File: src/rtl/alu_issue_seq.sv
// Issue-side sequencer: decodes a MIPS instruction onto a registered ALU, captures its result, returns a response.
// Optional: define ALU_OVF_CHK_EN to report signed overflow on ADD/ADDI/SUB.
module alu_issue_seq #(
   parameter int unsigned DW = 32
) (
   input  logic          clk,
   input  logic          rst_n,
   input  logic          req_valid,
   output logic          req_ready,
   input  logic [5:0]    opcode,
   input  logic [5:0]    funct,
   input  logic [DW-1:0] rs_val,
   input  logic [DW-1:0] rt_val,
   input  logic [15:0]   imm,
   input  logic [4:0]    shamt_in,
   output logic [DW-1:0] alu_in1,
   output logic [DW-1:0] alu_in2,
   output logic [2:0]    alu_op,
   output logic [4:0]    alu_shamt,
   input  logic [DW-1:0] alu_out,
   input  logic          alu_zero,
   output logic          rsp_valid,
   input  logic          rsp_ready,
   output logic [DW-1:0] rsp_data,
   output logic          rsp_taken,
   output logic          rsp_illegal,
   output logic          rsp_ovf
);
   localparam logic [2:0] OP_ADD = 3'd0;
   localparam logic [2:0] OP_SUB = 3'd1;
   localparam logic [2:0] OP_AND = 3'd2;
   localparam logic [2:0] OP_OR  = 3'd3;
   localparam logic [2:0] OP_SLL = 3'd4;
   localparam logic [2:0] OP_SRL = 3'd5;
   localparam logic [2:0] OP_CMP = 3'd6;
   localparam logic [2:0] OP_SLT = 3'd7;
   localparam int unsigned EXT_W = DW - 16;

   typedef enum logic [1:0] {IDLE, EXEC, CAPT, RESP} state_t;
   state_t state;

   logic          dec_legal;
   logic [2:0]    dec_op;
   logic [DW-1:0] dec_in1;
   logic [DW-1:0] dec_in2;
   logic [4:0]    dec_shamt;
   logic          dec_beq;
   logic          dec_bne;
   logic          br_beq;
   logic          br_bne;
   logic          ovf_c;
   logic [DW-1:0] imm_sext;
   logic [DW-1:0] imm_zext;

   assign imm_sext  = {{EXT_W{imm[15]}}, imm};
   assign imm_zext  = {{EXT_W{1'b0}}, imm};
   assign req_ready = (state == IDLE);

   // Instruction decode into ALU op and operand selection
   always_comb begin
      dec_legal = 1'b1;
      dec_op    = OP_ADD;
      dec_in1   = rs_val;
      dec_in2   = rt_val;
      dec_shamt = '0;
      dec_beq   = 1'b0;
      dec_bne   = 1'b0;
      case (opcode)
         6'h00: begin
            case (funct)
               6'h20: dec_op = OP_ADD;
               6'h22: dec_op = OP_SUB;
               6'h24: dec_op = OP_AND;
               6'h25: dec_op = OP_OR;
               6'h2A: dec_op = OP_SLT;
               6'h00: begin
                  dec_op    = OP_SLL;
                  dec_in1   = rt_val;
                  dec_in2   = '0;
                  dec_shamt = shamt_in;
               end
               6'h02: begin
                  dec_op    = OP_SRL;
                  dec_in1   = rt_val;
                  dec_in2   = '0;
                  dec_shamt = shamt_in;
               end
               default: dec_legal = 1'b0;
            endcase
         end
         6'h08, 6'h23, 6'h2B: dec_in2 = imm_sext;
         6'h0C: begin
            dec_op  = OP_AND;
            dec_in2 = imm_zext;
         end
         6'h0D: begin
            dec_op  = OP_OR;
            dec_in2 = imm_zext;
         end
         6'h04: begin
            dec_op  = OP_CMP;
            dec_beq = 1'b1;
         end
         6'h05: begin
            dec_op  = OP_CMP;
            dec_bne = 1'b1;
         end
         default: dec_legal = 1'b0;
      endcase
   end

`ifdef ALU_OVF_CHK_EN
   logic kind_add;
   logic kind_sub;

   // Operand signs stay visible on alu_in1/alu_in2; only the op class needs remembering
   always_ff @(posedge clk or negedge rst_n) begin
      if (!rst_n) begin
         kind_add <= 1'b0;
         kind_sub <= 1'b0;
      end else if (state == IDLE && req_valid && dec_legal) begin
         kind_add <= (opcode == 6'h08) || (opcode == 6'h00 && funct == 6'h20);
         kind_sub <= (opcode == 6'h00 && funct == 6'h22);
      end
   end

   assign ovf_c = (kind_add & (alu_in1[DW-1] == alu_in2[DW-1]) & (alu_out[DW-1] != alu_in1[DW-1]))
                | (kind_sub & (alu_in1[DW-1] != alu_in2[DW-1]) & (alu_out[DW-1] != alu_in1[DW-1]));
`else
   assign ovf_c = 1'b0;
`endif

   // Sequencer: IDLE -> EXEC -> CAPT -> RESP, illegal ops skip straight to RESP
   always_ff @(posedge clk or negedge rst_n) begin
      if (!rst_n) begin
         state       <= IDLE;
         alu_in1     <= '0;
         alu_in2     <= '0;
         alu_op      <= '0;
         alu_shamt   <= '0;
         rsp_valid   <= 1'b0;
         rsp_data    <= '0;
         rsp_taken   <= 1'b0;
         rsp_illegal <= 1'b0;
         rsp_ovf     <= 1'b0;
         br_beq      <= 1'b0;
         br_bne      <= 1'b0;
      end else begin
         case (state)
            IDLE: begin
               if (req_valid) begin
                  if (dec_legal) begin
                     alu_in1   <= dec_in1;
                     alu_in2   <= dec_in2;
                     alu_op    <= dec_op;
                     alu_shamt <= dec_shamt;
                     br_beq    <= dec_beq;
                     br_bne    <= dec_bne;
                     state     <= EXEC;
                  end else begin
                     rsp_illegal <= 1'b1;
                     rsp_data    <= '0;
                     rsp_taken   <= 1'b0;
                     rsp_ovf     <= 1'b0;
                     rsp_valid   <= 1'b1;
                     state       <= RESP;
                  end
               end
            end
            EXEC: state <= CAPT;
            CAPT: begin
               rsp_data    <= alu_out;
               rsp_taken   <= (br_beq & alu_zero) | (br_bne & ~alu_zero);
               rsp_illegal <= 1'b0;
               rsp_ovf     <= ovf_c;
               rsp_valid   <= 1'b1;
               state       <= RESP;
            end
            RESP: begin
               if (rsp_ready) begin
                  rsp_valid <= 1'b0;
                  state     <= IDLE;
               end
            end
            default: state <= IDLE;
         endcase
      end
   end
endmodule
File: config.mk
export PLATFORM = sky130hd
export DESIGN_NAME = alu_issue_seq
export DESIGN_NICKNAME = d
export VERILOG_FILES = /design/src/rtl/alu_issue_seq.sv
export SDC_FILE = /design/constraint.sdc
export NUM_CORES = 1
export LEC_CHECK = 0
export CORE_UTILIZATION = 41
export CTS_BUF_LIST = sky130_fd_sc_hd__clkbuf_8 sky130_fd_sc_hd__clkbuf_16
export DETAILED_ROUTE_END_ITERATION = 10
export GPL_ROUTABILITY_DRIVEN = 1
export GPL_TIMING_DRIVEN = 0
export PLACE_DENSITY = 0.8
export SLEW_MARGIN = 20
export SYNTH_ARGS = -nofsm -noshare
export SYNTH_HDL_FRONTEND = slang
export SYNTH_SLANG_ARGS = --single-unit
File: constraint.sdc
create_clock -name clk -period 2.6 [get_ports clk]
set_input_delay 0.52 -clock clk [delete_from_list [all_inputs] [get_ports clk]]
set_output_delay 0.52 -clock clk [all_outputs]
set_load 0.1 [all_outputs]
-- Word level (Yosys, flattened, before mapping)
Cells that the tools add are included.
- input port bits: 134
- word-level logic and storage cells: 78
- register bits: 112
- output and inout bits: 109
- eq/ne operators: 19
- bitwise gates (word level): 4
- reductions and logical operators: 15
- mux-type cells: 28
- operators with widths (kind ; count):
    two-way mux 32 bit ; 5
    one-hot mux 32 bit (3 select lines) ; 1
    one-hot mux 32 bit (2 select lines) ; 1
    equality test 6 bit, second input constant ; 7
    equality test 6 x 4 -> 1 bit, second input constant ; 3
    one-hot mux 3 bit (6 select lines) ; 1
    OR reduction 7 bit ; 2
    equality test 6 x 3 -> 1 bit, second input constant ; 2
    zero test 6 bit ; 2
    one-hot mux 3 bit (4 select lines) ; 1
    two-way mux 5 bit ; 2
    two-way mux 1 bit ; 8
    one-hot mux 1 bit (2 select lines) ; 4
    one-hot mux 2 bit (4 select lines) ; 1
    equality test 6 x 2 -> 1 bit, second input constant ; 1
    two-way mux 2 bit ; 3
    != test 2 bit, second input constant ; 3
    AND reduction 3 bit ; 2
    OR reduction 2 bit ; 3
    equality test 2 bit, second input constant ; 2
    AND reduction 4 bit ; 1
    one-hot mux 1 bit (3 select lines) ; 1
    nonzero test 3 bit ; 1
    OR reduction 3 bit ; 1
    other kinds (7) ; 8

-- Longest topological paths before layout
Gate-level depths: netlist (run 1).
- depth after elaboration: 7
- depth in mapped cells: 8
- mapped depth without buffers: 6

-- Worst setup path after synthesis (run 1)
OpenSTA, ideal clock, no wires.
- kind: register to register
- from: reg state[0]
- to: reg alu_in1[27]
- clock period less this slack: 2.807 ns
- buffers on the path: 3
- setup slack: -0.207 ns
- setup time: 0.125 ns
- data required time: 2.475 ns
- stages on the path, launching flop included: 9
- arrival time: 2.682 ns
- path through: dfrtp_1 -> inv_1 -> ha_1 -> clkbuf_1 -> nand2_1 -> nor2_2 -> buf_2 -> buf_4 -> mux2_2
- word-level cells in the longest chain between the ends: 2
- ends and longest elaborated chain (what ; RTL line ; RTL):
    start, declared ; 40 ; state_t state;
    start signal, assigned ; 136 ; state <= IDLE;
    start signal, assigned ; 159 ; state <= EXEC;
    start signal, assigned ; 166 ; state <= RESP;
    zero test 2 bit ; -- ;
    via req_ready ; 9 ; output logic req_ready,
    AND reduction 3 bit (no source line) ; -- ;
    end signal, assigned ; 153 ; alu_in1 <= dec_in1;
    end, declared ; 16 ; output logic [DW-1:0] alu_in1,
The timed path passes the listed nets, and every way through them passes these cells.
A chain may end at the register's enable or synchronous reset.

-- Final worst setup path (run 1)
- from: in opcode[3]
- to: reg alu_in2[10]
- word-level cells in the longest chain between the ends: 4
- elaborated cells on any way between the ends: 14
- those cells by class: 7 x eq/ne; 2 x mux; 5 x reduce/logical
- ends and longest elaborated chain (what ; RTL line ; RTL):
    start, declared ; 10 ; input logic [5:0] opcode,
    equality test 6 x 3 -> 1 bit (tied with other cells) ; 68 ; case (opcode)
    OR reduction 7 bit (no source line) ; -- ;
    one-hot mux 1 bit (2 select lines) ; 68 ;
    AND reduction 3 bit (no source line) ; -- ;
    end signal, assigned ; 154 ; alu_in2 <= dec_in2;
    end, declared ; 17 ; output logic [DW-1:0] alu_in2,
Parallel ways exist; a longest one is shown, timed or not.

==> summary.txt, run 1 <==
Status
  • Status: finished clean

Clock network
  • Cts hold-fix bufs: 0
  • CTS H-tree lvls: 3
  • Clock sink count: roughly 110
  • CTS Buffer Depth: 2
  • Clock transition at path regs: approximately 70 ps
  • CTS tree: built
  • CTS buffer count: 9
  • Clk_lat worst skew: around 350 ps
  • CTS Root Cell: clkbuf_16

GRT
  • Vias in the first global route: around 4700
  • Initial antenna violation count: 4
  • Largest net degree at the start of global routing: slightly below 60
  • First-pass GRT wire length: roughly 24 mm
  • Total global-route track usage: 0.242
  • Grt ovf: 0

Synthesis
  • Syn Area/Cell: approximately 13 um^2
  • Post-synth cell types: between 40 and 50
  • Synth Instances: ~400
  • Register area share after synthesis: 0.536
  • Synthesis Warnings: 0
  • Yosys reg bits: 111
  • Post-synth EDFFs: 0
  • Synthesized cell area: 0.00518 mm^2
  • Synth Flop Type: dfrtp_1
  • Syn nets: 540
  • Ys async rst share: 1.00

Final layout
  • Commonest non-fill, non-tap cell in the layout: clkdlybuf4s50_1
  • Total Nets Final: 796
  • Commonest non-fill, non-tap cells in the layout: clkdlybuf4s50_1 (233), dfrtp_1 (111), mux2_2 (57), a22o_1 (49), inv_1 (28)
  • Area Overhead vs Synth: 60.1%
  • Layout cells sized above 1: 0.169

Place
  • PortBufs: roughly 240
  • Pre-CTS setup slack: -654 ps
  • DP HPWL: roughly 11 mm
  • RD Place Congestion: just over 0.8

Drt
  • Wirelength per Cell: between 15 and 20 um
  • Routed wl met3: ~1.2 mm
  • DR pass1 iterations: 4
  • WL met2: 7.49 mm
  • DR iter-0 viols: 180
  • Via count: approximately 4300
  • Highest routed layer: met5
  • Antenna Violating Nets Remaining: 0
  • Routed length on met1: between 6 and 7 mm
  • Total Wirelength: between 15 and 20 mm
  • DR vias/cell: 5.22
  • Drt drc: 0

Setup path
  • Cell Chain, Critical Path: clkdlybuf4s50_1 -> or4b_1 -> o22ai_4 -> a41oi_1 -> clkbuf_4 -> a22o_1 -> mux2_2
  • Critical Path Start Type: input pin
  • R2R depth: 8
  • Max incr delay on CP: 580 ps
  • Critical path class: input pin to flop
  • Critical R2R Launch: state[0]
  • CP required: between 2000 and 3000 ps
  • Critical Path Source: opcode[3]
  • Worst Path Arrival: 2770 ps
  • CP endpoint: alu_in2[10]
  • Worst Path Max Fanout: 10
  • R2R Setup Slk: around 180 ps
  • CP Capture Type: flop
  • Worst reg2reg path endpoint: alu_in1[21]
  • Critical-path top delay cell: clkdlybuf4s50_1

STA
  • Slew @ Worst Pin: about 1000 ps
  • Worst rel slew slack: 0.305
  • Period utilization: 0.975
  • Slew Limit Fails: 0
  • Fmax: ~390 MHz
  • Setup violations, final: 0
  • RSZ-0062 raised after global routing: yes
  • Tmin final: 2540 ps
  • Setup WS post-layout: 65.0 ps
  • Clk_skew: around 9 ps
  • Final Hold Viols: 0

Floorplan
  • Die ar.: ~0.013 mm^2
  • Row cnt: 40
  • Chip height: approximately 110 um
  • IO Pins: ~240
  • Initial core utilization: 0.426
  • Core area: between 0.01 and 0.015 mm^2
  • Die Width: 114 um

Run
  • Count of maximum capacitance violations: 0

Hold path
  • Hold Crit Class: input pin to async pin
state kept, by name (all words and copies together), names as in the netlist:
name and flops:
br_beq 1, alu_in2 32, rsp_data 32, alu_in1 32, rsp_valid 1, br_bne 1, rsp_illegal 1, rsp_taken 1
state 2, alu_shamt 5, alu_op 3
area by class of cell:
cell class,count,area [um^2]
Antenna cell,1,2.50
Buffer,26,165
Clock buffer,10,239
Clock inverter,6,108
Fill cell,893,3870
Inverter,28,105
Multi-Input combinational cell,237,2210
Sequential cell,111,2780
Tap cell,168,210
Timing Repair Buffer,245,2470
worst min path at each step:
stage	from	cells after the start	slack, ps	end
floorplan	rst_n	0	220	alu_in1[0]
global placement	alu_shamt[3]	2	470	alu_shamt[3]
detailed placement	rsp_data[7]	1	480	rsp_data[7]
CTS	rst_n	1	150	alu_in1[18]
global route	rst_n	1	180	alu_in1[19]
finish	rst_n	1	130	alu_in1[18]
routing by layer:
layer  GRT usage  vias up
met5           0        -
met2       0.405      179
met4       0.113        6
met1       0.282     2135
met3      0.0778       33
li1            -     1994
critical path: cells and delay by family:
kind                   cells  cell delay (ps)
and+or+nand+nor            1              520
muxes                      1              270
AOI/OAI and AO/OA          3              530
buffers and inverters      2              920
stage by stage:
step / util / instances / setup TNS (ps) / instance area [um^2] / hold WS [ps]
finish: 0.681 / 832 / 0 / 8290 / 131
global route: 0.681 / 832 / -5.01 / 8290 / 177
CTS: 0.677 / 831 / 0 / 8230 / 154
detailed placement: 0.644 / 812 / -50320 / 7830 / 482
global placement: 0.642 / 811 / -397440 / 7800 / 475
floorplan: - / 402 / 0 / 5180 / 224
logic make-up after synthesis:
logic type      count (synthesis)  share of synthesized area
buf+inv                        54                     0.0483
fa+ha+maj                       4                    0.00967
simple gates                   30                     0.0401
other cells                     1                   0.000724
flops                         111                      0.536
compound gates                100                      0.147
mux                           102                      0.217
repair_timing:
action / CTS / global route
setup endpoints to repair: 89 / 96
gates resized for setup: 13 / 16
pin swaps: 2 / 1
buffers inserted: 3 / 0
cloned: 0 / 0
synth_stat cells (all sizes together), types with 2 or more instances:
cell / count / area, um^2
clkbuf: 9 / 33.8
nor3: 3 / 15.0
nand2b: 2 / 12.5
a31oi: 2 / 12.5
o21ai: 9 / 45.0
nor2: 6 / 25.0
mux2: 84 / 946
dfrtp: 111 / 2780
a22o: 49 / 429
a21oi: 22 / 110
inv: 28 / 105
ha: 4 / 50.1
o41ai: 7 / 61.3
mux2i: 18 / 180
nand2: 3 / 11.3
and3: 2 / 12.5
buf: 17 / 111
a31o: 2 / 17.5
nor2b: 4 / 25.0
Power of run 1 is left out: the tool's default activity adds up to more than one toggle a clock period on the data nets, which glitch-free logic cannot reach.
==> run 2: changes to the inputs <==
- ABC_CLOCK_PERIOD_IN_PS: default -> 2600
==> results of run 2 <==
Final layout, timing and power as in run 1 (identical DEF).
Power of run 2 is left out for the same reason.
